`config.mk`:
```
export PLATFORM = sky130hd
export DESIGN_NAME = mus_sequencer_flat
export DESIGN_NICKNAME = d
export VERILOG_FILES = /design/src/rtl/mus_pkg.sv /design/src/rtl/mus_sequencer_if.sv /design/src/rtl/mus_note_table.sv /design/src/rtl/mus_sequencer.sv /design/src/flat_wrapper.sv
export SDC_FILE = /design/constraint.sdc
export NUM_CORES = 1
export LEC_CHECK = 0
export ABC_AREA = 1
export BUFFER_PORTS_ARGS = -buffer_cell sky130_fd_sc_hd__buf_4
export CAP_MARGIN = 25
export CORE_MARGIN = 4
export CORE_UTILIZATION = 54
export DETAILED_ROUTE_END_ITERATION = 8
export PLACE_DENSITY = 0.75
export SLEW_MARGIN = 30
export SYNTH_ARGS = -nofsm -noshare
export SYNTH_HDL_FRONTEND = slang
export SYNTH_HIERARCHICAL = 1
export SYNTH_SLANG_ARGS = --single-unit
export TNS_END_PERCENT = 30
```
`constraint.sdc`:
```
create_clock -name clk -period 2.09 [get_ports clk]
set_clock_uncertainty 0.05 [all_clocks]
set_input_delay 0.3135 -clock clk [delete_from_list [all_inputs] [get_ports clk]]
set_output_delay 0.3135 -clock clk [all_outputs]
set_load 0.05 [all_outputs]
```
`src/rtl/mus_pkg.sv`:
```
// Shared types and constants for the melody sequencer.
// Note codes: 0 = do .. E = hi re, all-ones = rest.
package mus_pkg;

    typedef logic [3:0] note_t;

    localparam note_t N_DO      = 4'h0;
    localparam note_t N_HI_RE   = 4'hE;
    localparam note_t NOTE_REST = 4'hF;

    localparam int MEL_LEN = 16;

    localparam note_t DEFAULT_MELODY [MEL_LEN] = '{
        4'h0, 4'hC, 4'h7, 4'h0, 4'h5, 4'h7, 4'h9, 4'hF,
        4'h4, 4'h2, 4'h0, 4'hC, 4'h7, 4'h5, 4'h4, 4'hF
    };

    typedef enum logic [1:0] {
        IDLE,
        PLAY,
        DONE
    } seq_state_t;

    // s = min(intensity-1, idx_w); intensity 0 is muted elsewhere
    function automatic int unsigned gate_shift(
        input logic [3:0] inten,
        input int unsigned idx_w
    );
        int unsigned s;
        s = (inten == 4'd0) ? 0 : 32'(inten) - 1;
        return (s > idx_w) ? idx_w : s;
    endfunction

endpackage

```
`src/rtl/mus_sequencer_if.sv`:
```
// Note table write port between the game FSM and the sequencer.
interface mus_sequencer_if #(
    parameter int NOTE_W = 4,
    parameter int LEN    = 16
);
    localparam int IDX_W = $clog2(LEN);

    logic              wrEn;
    logic [IDX_W-1:0]  wrAddr;
    logic [NOTE_W-1:0] wrData;

    modport master (
        output wrEn,
        output wrAddr,
        output wrData
    );

    modport slave (
        input wrEn,
        input wrAddr,
        input wrData
    );
endinterface

```
`src/rtl/mus_note_table.sv`:
```
// LEN x NOTE_W note table: one write port, async read, write-first bypass.
// Contents survive reset; power-up image is the default melody.
module mus_note_table
    import mus_pkg::*;
#(
    parameter int NOTE_W = 4,
    parameter int LEN    = 16,
    localparam int IDX_W = $clog2(LEN)
) (
    input  logic              clk,
    input  logic              wrEn,
    input  logic [IDX_W-1:0]  wrAddr,
    input  logic [NOTE_W-1:0] wrData,
    input  logic [IDX_W-1:0]  rdAddr,
    output logic [NOTE_W-1:0] rdData
);

    function automatic logic [LEN*NOTE_W-1:0] init_img();
        logic [LEN*NOTE_W-1:0] img;
        note_t e;
        img = '0;
        for (int i = 0; i < LEN; i++) begin
            e = DEFAULT_MELODY[i % MEL_LEN];
            img[i*NOTE_W +: NOTE_W] = (e == NOTE_REST) ? '1 : NOTE_W'(e);
        end
        return img;
    endfunction

    logic [LEN*NOTE_W-1:0] mem = init_img();

    always_ff @(posedge clk) begin
        if (wrEn) begin
            mem[wrAddr*NOTE_W +: NOTE_W] <= wrData;
        end
    end

    always_comb begin
        rdData = mem[rdAddr*NOTE_W +: NOTE_W];
        if (wrEn && (wrAddr == rdAddr)) begin
            rdData = wrData;
        end
    end

endmodule

```
`src/rtl/mus_sequencer.sv`:
```
// Melody sequencer: start/stop FSM, step counter, intensity gate, outputs.
// MUS_SEQ_TRANSPOSE_EN adds a transpose input sampled at start.
module mus_sequencer
    import mus_pkg::*;
#(
    parameter int NOTE_W = 4,
    parameter int LEN    = 16,
    localparam int IDX_W = $clog2(LEN)
) (
    input  logic              clk,
    input  logic              reset,
    input  logic              start,
    input  logic              stop,
    input  logic              loopMode,
    input  logic              switchNote,
    input  logic [3:0]        intensity,
`ifdef MUS_SEQ_TRANSPOSE_EN
    input  logic [3:0]        transpose,
`endif
    mus_sequencer_if.slave    wr,
    output logic [NOTE_W-1:0] note,
    output logic              noteEnable,
    output logic [IDX_W-1:0]  stepIdx,
    output logic              playing,
    output logic              donePulse
);

    localparam logic [IDX_W-1:0] LAST = IDX_W'(LEN - 1);
    localparam logic [NOTE_W-1:0] REST = '1;

    seq_state_t        state, nxtState;
    logic [IDX_W-1:0]  nxtIdx, rdAddr, gateMask;
    logic [NOTE_W-1:0] nxtNote, rdData, playNote;
    logic              nxtEn, load, gateOk;

    mus_note_table #(
        .NOTE_W (NOTE_W),
        .LEN    (LEN)
    ) u_table (
        .clk    (clk),
        .wrEn   (wr.wrEn),
        .wrAddr (wr.wrAddr),
        .wrData (wr.wrData),
        .rdAddr (rdAddr),
        .rdData (rdData)
    );

`ifdef MUS_SEQ_TRANSPOSE_EN
    logic [3:0] trReg, trEff;

    function automatic logic [NOTE_W-1:0] xpose(
        input logic [NOTE_W-1:0] n,
        input logic [3:0]        t
    );
        int v;
        if (n == REST) return n;
        v = int'(n) + int'($signed(t));
        if (v < 0) v = 0;
        if (v > (2**NOTE_W) - 2) v = (2**NOTE_W) - 2;
        return NOTE_W'(v);
    endfunction

    assign trEff    = start ? transpose : trReg;
    assign playNote = xpose(rdData, trEff);

    always_ff @(posedge clk) begin
        if (reset) begin
            trReg <= '0;
        end else if (start && !stop) begin
            trReg <= transpose;
        end
    end
`else
    assign playNote = rdData;
`endif

    assign rdAddr   = start ? '0 : stepIdx + IDX_W'(1);
    assign gateMask = IDX_W'((32'd1 << gate_shift(intensity, IDX_W)) - 32'd1);
    assign gateOk   = (rdData != REST) && (intensity != 4'd0) &&
                      ((rdAddr & gateMask) == '0);

    assign playing   = (state == PLAY);
    assign donePulse = (state == DONE);

    always_comb begin
        nxtState = state;
        nxtIdx   = stepIdx;
        nxtNote  = note;
        nxtEn    = noteEnable;
        load     = 1'b0;
        if (stop) begin
            nxtState = IDLE;
            nxtEn    = 1'b0;
        end else if (start) begin
            nxtState = PLAY;
            load     = 1'b1;
        end else begin
            unique case (state)
                PLAY: begin
                    if (switchNote) begin
                        if (stepIdx == LAST && !loopMode) begin
                            nxtState = DONE;
                            nxtEn    = 1'b0;
                        end else begin
                            load = 1'b1;
                        end
                    end
                end
                DONE: begin
                    nxtState = IDLE;
                    nxtEn    = 1'b0;
                end
                default: begin
                    nxtEn = 1'b0;
                end
            endcase
        end
        if (load) begin
            nxtIdx  = rdAddr;
            nxtNote = playNote;
            nxtEn   = gateOk;
        end
    end

    always_ff @(posedge clk) begin
        if (reset) begin
            state      <= IDLE;
            stepIdx    <= '0;
            note       <= '0;
            noteEnable <= 1'b0;
        end else begin
            state      <= nxtState;
            stepIdx    <= nxtIdx;
            note       <= nxtNote;
            noteEnable <= nxtEn;
        end
    end

endmodule

```
`src/flat_wrapper.sv`:
```
// flat-port wrapper written by rule: the top's interface ports become plain ports
module mus_sequencer_flat import mus_pkg::*;
#(
    parameter int NOTE_W = 4,
    parameter int LEN    = 16,
    localparam int IDX_W = $clog2(LEN)
)
  (clk, reset, start, stop, loopMode, switchNote, intensity, note, noteEnable, stepIdx, playing, donePulse, wr_wrEn, wr_wrAddr, wr_wrData);
  mus_sequencer_if #(.NOTE_W(NOTE_W), .LEN(LEN)) wr_i ();
  input  logic clk;
  input  logic reset;
  input  logic start;
  input  logic stop;
  input  logic loopMode;
  input  logic switchNote;
  input  logic [3:0] intensity;
  output logic [NOTE_W-1:0] note;
  output logic noteEnable;
  output logic [IDX_W-1:0] stepIdx;
  output logic playing;
  output logic donePulse;
  input wire logic [$bits(wr_i.wrEn)-1:0] wr_wrEn;
  input wire logic [$bits(wr_i.wrAddr)-1:0] wr_wrAddr;
  input wire logic [$bits(wr_i.wrData)-1:0] wr_wrData;
  assign wr_i.wrEn = wr_wrEn;
  assign wr_i.wrAddr = wr_wrAddr;
  assign wr_i.wrData = wr_wrData;
  mus_sequencer #(.NOTE_W(NOTE_W), .LEN(LEN)) u_core (.clk(clk), .reset(reset), .start(start), .stop(stop), .loopMode(loopMode), .switchNote(switchNote), .intensity(intensity), .wr(wr_i), .note(note), .noteEnable(noteEnable), .stepIdx(stepIdx), .playing(playing), .donePulse(donePulse));
endmodule
```
Word level (Yosys, flattened, before mapping):

Index checks and enable logic that the tools add are counted.
Widths: inputs -> output; s select.

* input port bits: 19
* register bits after elaboration: 75
* logic and storage cells: 63
* output and inout bits: 11

* shift-type cells: 4
* bitwise operators: 1
* equal/unequal tests: 12
* reductions and logical operators: 15
* add/subtract/negate cells: 4
* mux-type cells: 20
* order comparisons: 1

Operator list (count)
* $bwmux 64: 1
* $mux 32: 2
* $shift 4x34->64 const A: 1
* $shiftx 4x34->64: 1
* $shiftx 64x7->4: 1
* $neg 6->34: 1
* $gt 32x3->1 const B: 1
* $shl 1x32->4 const A: 1
* $mux 1: 12
* $reduce_and 3->1: 3
* $logic_not 4->1: 2
* $mux 4: 2
* $sub 4x1->5 const B: 1
* $add 4x1->4 const B: 1
* $and 4x4->4: 1
* $eq 4x4->1: 1
* $eq 4x4->1 const B: 1
* $logic_and 1x1->1: 4
* $mux 2: 2
* $ne 4x2->1 const B: 1
* $ne 4x3->1 const B: 1
* $ne 4x4->1 const B: 1
* $pmux 2 s2: 1
* $reduce_bool 4->1: 1
* 13 further kinds: 13

Depth between registers and ports, before layout:

* depth after elaboration: 10
* mapped depth: 21
* gate-level depth less buffers: 19

Hierarchy:

Netlist, hierarchy kept.

Modules (own cells, without submodules)
* mus_note_table: sequential area each 1921.8 µm², instances 1, area an instance 3709.8 µm², cells each 455
* mus_sequencer: sequential area each 220.2 µm², instances 1, area an instance 690.7 µm², cells each 108

Least setup slack after synthesis:

No wires, ideal clock.

* path type: reg2reg
* start: register u_core.stepIdx[0]
* end: register u_core.noteEnable
* clock period less this slack: 2465 ps
* stages on the path, launching flop included: 17
* path buffers: 1
* data required time: 1970 ps
* data arrival time: 2345 ps
* setup time: 70 ps
* slack: -375 ps
* cells stage by stage: dfxtp_1 > ha_1 > nand2_2 > nand2_1 > nor2_1 > buf_2 > xnor2_1 > nand3_2 > nand2_1 > nand2_1 > nand2_1 > inv_1 > nand2_1 > nand3_1 > nor2_1 > nand3_1 > a21oi_1

* word-level cells in the longest chain between the ends: 9
* elaborated cells on any way between the ends: 23
* those cells by class: add/sub (1); eq/ne (6); shift (1); mux (8); bitwise (1); reduce/logical (6)

Ends and longest elaborated chain
* start, declared: line mus_sequencer.sv:23 `output logic [IDX_W-1:0] stepIdx,`
* start signal, assigned: line mus_sequencer.sv:133 `stepIdx <= nxtIdx;`
* $add 4x1->4 *: line mus_sequencer.sv:77 `assign rdAddr = start ? '0 : stepIdx + IDX_W'(1);`
* $mux 4 *: line mus_sequencer.sv:77
* net u_core.rdAddr[2]: line mus_sequencer.sv:32 `logic [IDX_W-1:0] nxtIdx, rdAddr, gateMask;`
* branches (longest 2 deep; another with $shiftx 64x7->4)
* $mux 4 *: line mus_note_table.sv:39 `if (wrEn && (wrAddr == rdAddr)) begin`
* net u_core.playNote[0]: line mus_sequencer.sv:33 `logic [NOTE_W-1:0] nxtNote, rdData, playNote;`
* $ne 4x4->1 *: line mus_sequencer.sv:79 `assign gateOk = (rdData != REST) && (intensity != 4'd0) &&`
* $logic_and 1x1->1 * (2 in series): line mus_sequencer.sv:79
* $mux 1 *: line mus_sequencer.sv:118 `if (load) begin`
* end signal, assigned: line mus_sequencer.sv:135 `noteEnable <= nxtEn;`
* end, declared: line mus_sequencer.sv:22 `output logic noteEnable,`

Mark *: on every way through the listed nets, which the timed path passes.
A chain may end at the register's enable or synchronous reset.

Worst setup path in the final report:

* start: register u_core.stepIdx[1]
* end: register u_core.noteEnable

The elaborated chain is that of the path after synthesis.

==> parameters.txt <==
Parameter                              Value

Yosys
  FF+latch count, synth    75
  Fraction of the yosys area taken by sequential cells    48.68%
  Top post-synthesis cells by area    sky130_fd_sc_hd__edfxtp_1 44%, sky130_fd_sc_hd__nand2_1 12%, sky130_fd_sc_hd__nand3_1 8.5%
  Post-synth design cell area    0.004400 mm2
  Leading area contributor after synthesis    sky130_fd_sc_hd__edfxtp_1
  Synth Net Count    588
  Number of warnings reported in the yosys synthesis log    6
  Netlist cell types    33
  Top-area cell type share of the netlist area    43.67%
  Average cell area after synthesis    7.816 um2
  Count of mapped cells out of synthesis    563

STA
  Crit share post-route    107.2%
  Final critical-path required period    2.240 ns
  Count of endpoints failing setup in the final report    5
  Number of max-slew violations in the final report    0
  Max Freq    0.4464 GHz
  Worst setup slack after layout    -0.1503 ns
  Post-Route Hold Slack    0.1343 ns
  Final hold viol count    0
  Slew @ Worst Pin    0.4938 ns
  RSZ-0062 raised after global routing    true
  Normalized max-slew margin    66.80%

Die
  Top-level port count    30
  Initial cell density of the core    56.36%
  Overall die area    0.009657 mm2
  Row Count    32
  Core outline area    0.007807 mm2
  Die Y    98.27 um
  Die span in x    98.27 um

Power and ir drop
  Total power    3.355 mW
  Fraction of power spent switching nets    30.78%
  Static Leak    2.552 nW
  Net switching power figure    1.033 mW
  Peak ir drop on the vdd network    435.2 uV
  Internal Dissipation    2.323 mW
  Fraction of power consumed by sequential logic    49.4%
  Relative contribution of combinational cells to total power    20.0%
  Pwr per Cell Area    590.2 mW/mm2
  Clock share of power    30.6%

Final layout
  Count of non-filler cells in the finished layout    747
  Core Util, Final    72.82%
  ANT cells    0
  Share of final-layout standard cells stronger than drive strength 1    32.25%
  Area growth from synthesis to final layout    29.20%
  Fin nets    665

Hold path
  Hold Path End    u_core/stepIdx[1]
  Hold Crit Class    input pin to flop
  Beginning of the worst hold path    reset
  Cell count of the worst hold path    2

Global routing
  Vias in the first global route    3,794
  Overflow after GRT    0
  Total global-route track usage    24.23%
  Largest net degree at the start of global routing    28
  Antenna violations before repair    0
  First-pass GRT wire length    18,390 um

Run status
  Outcome    complete, but fails checks
  Failing checks    setup timing

Clock network
  CTS Buf Count    9
  Insertion delay of the later-clocked pin in the worst-skew pair    0.36 ns
  Number of buffers on the longest clock path    2
  Number of hold buffers added after CTS    0
  CTS tree    done
  H-tree lvl count    3
  Clock Sink Count    75
  Clock root cell    sky130_fd_sc_hd__clkbuf_8
  Clock Pin Slew Worst Setup and Hold Paths    0.09 ns

Job
  Maxcap violations    0

Routing
  Post-detailed-route count of antenna-violating nets    0
  First-pass detailed-route iteration total    6
  Average via count per standard cell    5.811
  Total detailed-routing wirelength    13,320 um
  Total via count after detailed routing    4,341
  DRC errors left    0
  Mean routed wirelength per cell    17.84 um
  Initial DRC count    454

Placed design
  Hpwl dp    9129 um
  Instance count after placement with tap cells included    724
  I/O Buffers    29
  Placer's final routability congestion estimate    0.9622

Worst setup path
  R2r setup slk    -0.15 ns
  Reg-to-reg endpoint    u_core/noteEnable
  Data arrival at the endpoint of the critical path    2.44 ns
  Worst r2r path cells    18
  Largest fanout on the critical path    8
  Setup crit end kind    flop
  Worst reg2reg startpoint    u_core/stepIdx[1]
  Setup crit start kind    flop
  Required @ worst endpoint    2.29 ns
  Classification of the worst setup path    flop to flop
cell usage after synthesis, drive strengths merged:
cell type and number:
a21boi 1, nor4 3, clkbuf 4, o22ai 1, nand2 150, o21ai 2
nand3 79, inv 88, edfxtp 64, nor3b 1, buf 16, dfxtp 11
a21oi 14, clkinv 5, xnor2 1, ha 6, nor2 97, nor3 11
nand4 9
kinds of logic (layout without fill, tap and decap cells):
| family | count (synthesis) | in the layout | synth area share (%) |
|---|---|---|---|
| buffers and inverters | 113 | 195 | 10.95 |
| AOI/OAI and AO/OA | 18 | 18 | 2.644 |
| DFF | 75 | 75 | 48.68 |
| xor gates and xnor gates | 1 | 1 | 0.1991 |
| adders and majority gates | 6 | 6 | 1.706 |
| and+or+nand+nor | 350 | 350 | 35.83 |
power groups by stage:
stage                     clock network [mW]  registers [mW]  logic (mW)
after floorplan                            0            1.71       0.321
after global placement                     0            1.69       0.551
after detailed placement                   0            1.69       0.560
after CTS                               1.04            1.66       0.565
after global routing                    1.09            1.66       0.713
final                                   1.03            1.66       0.671
flip-flops by register name (all words and copies together), names as in the netlist:
| register | flops |
|---|---|
| u_core/stepIdx | 4 |
| u_core/noteEnable | 1 |
| u_core/state | 2 |
| u_core/note | 4 |
| u_core/u_table/mem | 64 |
area by class of cell:
cell class                 count  area [um2]
timing repair buffer          86       742.0
tap                          102       127.6
inverter                      93       371.6
fill                         566        2122
clock inverter                 7       52.55
multi-input combinational    375        2116
clock buffer                   9       123.9
sequential                    75        2152
stage by stage:
step | worst slack, ns | area [um2] | TNS (ns)
after CTS | 0.002766 | 5256 | 0
after global routing | -0.2975 | 5685 | -0.8349
after floorplan | -0.03981 | 4427 | -0.03981
after detailed placement | -0.09822 | 5069 | -0.09822
final | -0.1503 | 5685 | -0.3225
after global placement | -0.02472 | 5069 | -0.02472
cells in the final DEF, fill, tap and decap left out, types with 2 or more instances in the layout:
master                      count
sky130_fd_sc_hd__nor4_1         2
sky130_fd_sc_hd__nor3_1        10
sky130_fd_sc_hd__buf_4         77
sky130_fd_sc_hd__dfxtp_4        2
sky130_fd_sc_hd__nand2_2       21
sky130_fd_sc_hd__a21oi_2        7
sky130_fd_sc_hd__ha_1           5
sky130_fd_sc_hd__nand3_1       41
sky130_fd_sc_hd__dfxtp_2        2
sky130_fd_sc_hd__inv_1         76
sky130_fd_sc_hd__inv_2          6
sky130_fd_sc_hd__buf_12         4
sky130_fd_sc_hd__inv_6          2
sky130_fd_sc_hd__inv_4          3
sky130_fd_sc_hd__buf_6          3
sky130_fd_sc_hd__edfxtp_1      64
sky130_fd_sc_hd__dfxtp_1        7
sky130_fd_sc_hd__clkinv_1       5
sky130_fd_sc_hd__nand2_4        9
sky130_fd_sc_hd__nand2_1      120
sky130_fd_sc_hd__clkinv_4       5
sky130_fd_sc_hd__nor2_4         4
sky130_fd_sc_hd__nand3_2       31
sky130_fd_sc_hd__nor2_1        88
sky130_fd_sc_hd__clkbuf_8       9
sky130_fd_sc_hd__nand3_4        7
sky130_fd_sc_hd__nand4_1        9
sky130_fd_sc_hd__a21oi_1        7
sky130_fd_sc_hd__clkbuf_16      2
sky130_fd_sc_hd__nor2_2         5
sky130_fd_sc_hd__clkinv_2       2
worst max path at each step:
| stage | slack, ns | end | cells past startpoint | from |
|---|---|---|---|---|
| floorplan | -0.04 | u_core/noteEnable | 17 | u_core/stepIdx[0] |
| global placement | -0.02 | u_core/noteEnable | 18 | u_core/stepIdx[0] |
| detailed placement | -0.1 | u_core/noteEnable | 16 | u_core/stepIdx[0] |
| CTS | 0.003 | u_core/noteEnable | 18 | u_core/stepIdx[0] |
| global route | -0.30 | u_core/noteEnable | 17 | u_core/stepIdx[0] |
| finish | -0.15 | u_core/noteEnable | 18 | u_core/stepIdx[1] |
per-layer routing:
layer | up-vias | part of all wire (%) | track usage (%)
met5 | - | 0 | 0
met4 | 0 | 4.7 | 7.878
met3 | 75 | 10 | 4.214
met2 | 280 | 48 | 39.84
met1 | 2036 | 37 | 32.71
li1 | 1950 | - | -
worst max-delay path, cell delays in order, from the launching register on:
cell and delay (ns):
sky130_fd_sc_hd__dfxtp_4 0.36, sky130_fd_sc_hd__ha_4 0.16, sky130_fd_sc_hd__nand2_4 0.07, sky130_fd_sc_hd__nand2_2 0.06, sky130_fd_sc_hd__nor2_4 0.12, sky130_fd_sc_hd__buf_6 0.15
sky130_fd_sc_hd__clkinvlp_4 0.24, sky130_fd_sc_hd__nand3_4 0.17, sky130_fd_sc_hd__nand3_2 0.12, sky130_fd_sc_hd__nand2_2 0.10, sky130_fd_sc_hd__nand2_2 0.06, sky130_fd_sc_hd__nand2_2 0.07
sky130_fd_sc_hd__nand2_1 0.06, sky130_fd_sc_hd__inv_1 0.05, sky130_fd_sc_hd__nand2_1 0.05, sky130_fd_sc_hd__nand3_1 0.06, sky130_fd_sc_hd__nor2_1 0.05, sky130_fd_sc_hd__nand3_1 0.08
sky130_fd_sc_hd__a21oi_2 0.06
timing repair:
action,4_1_cts,5_1_grt
setup endpoints to repair,3,5
cloned,0,2
gates resized for setup,4,82
setup buffers,0,5
pin swaps,0,34
No activity file was read; power rests on OpenSTA's default activity.
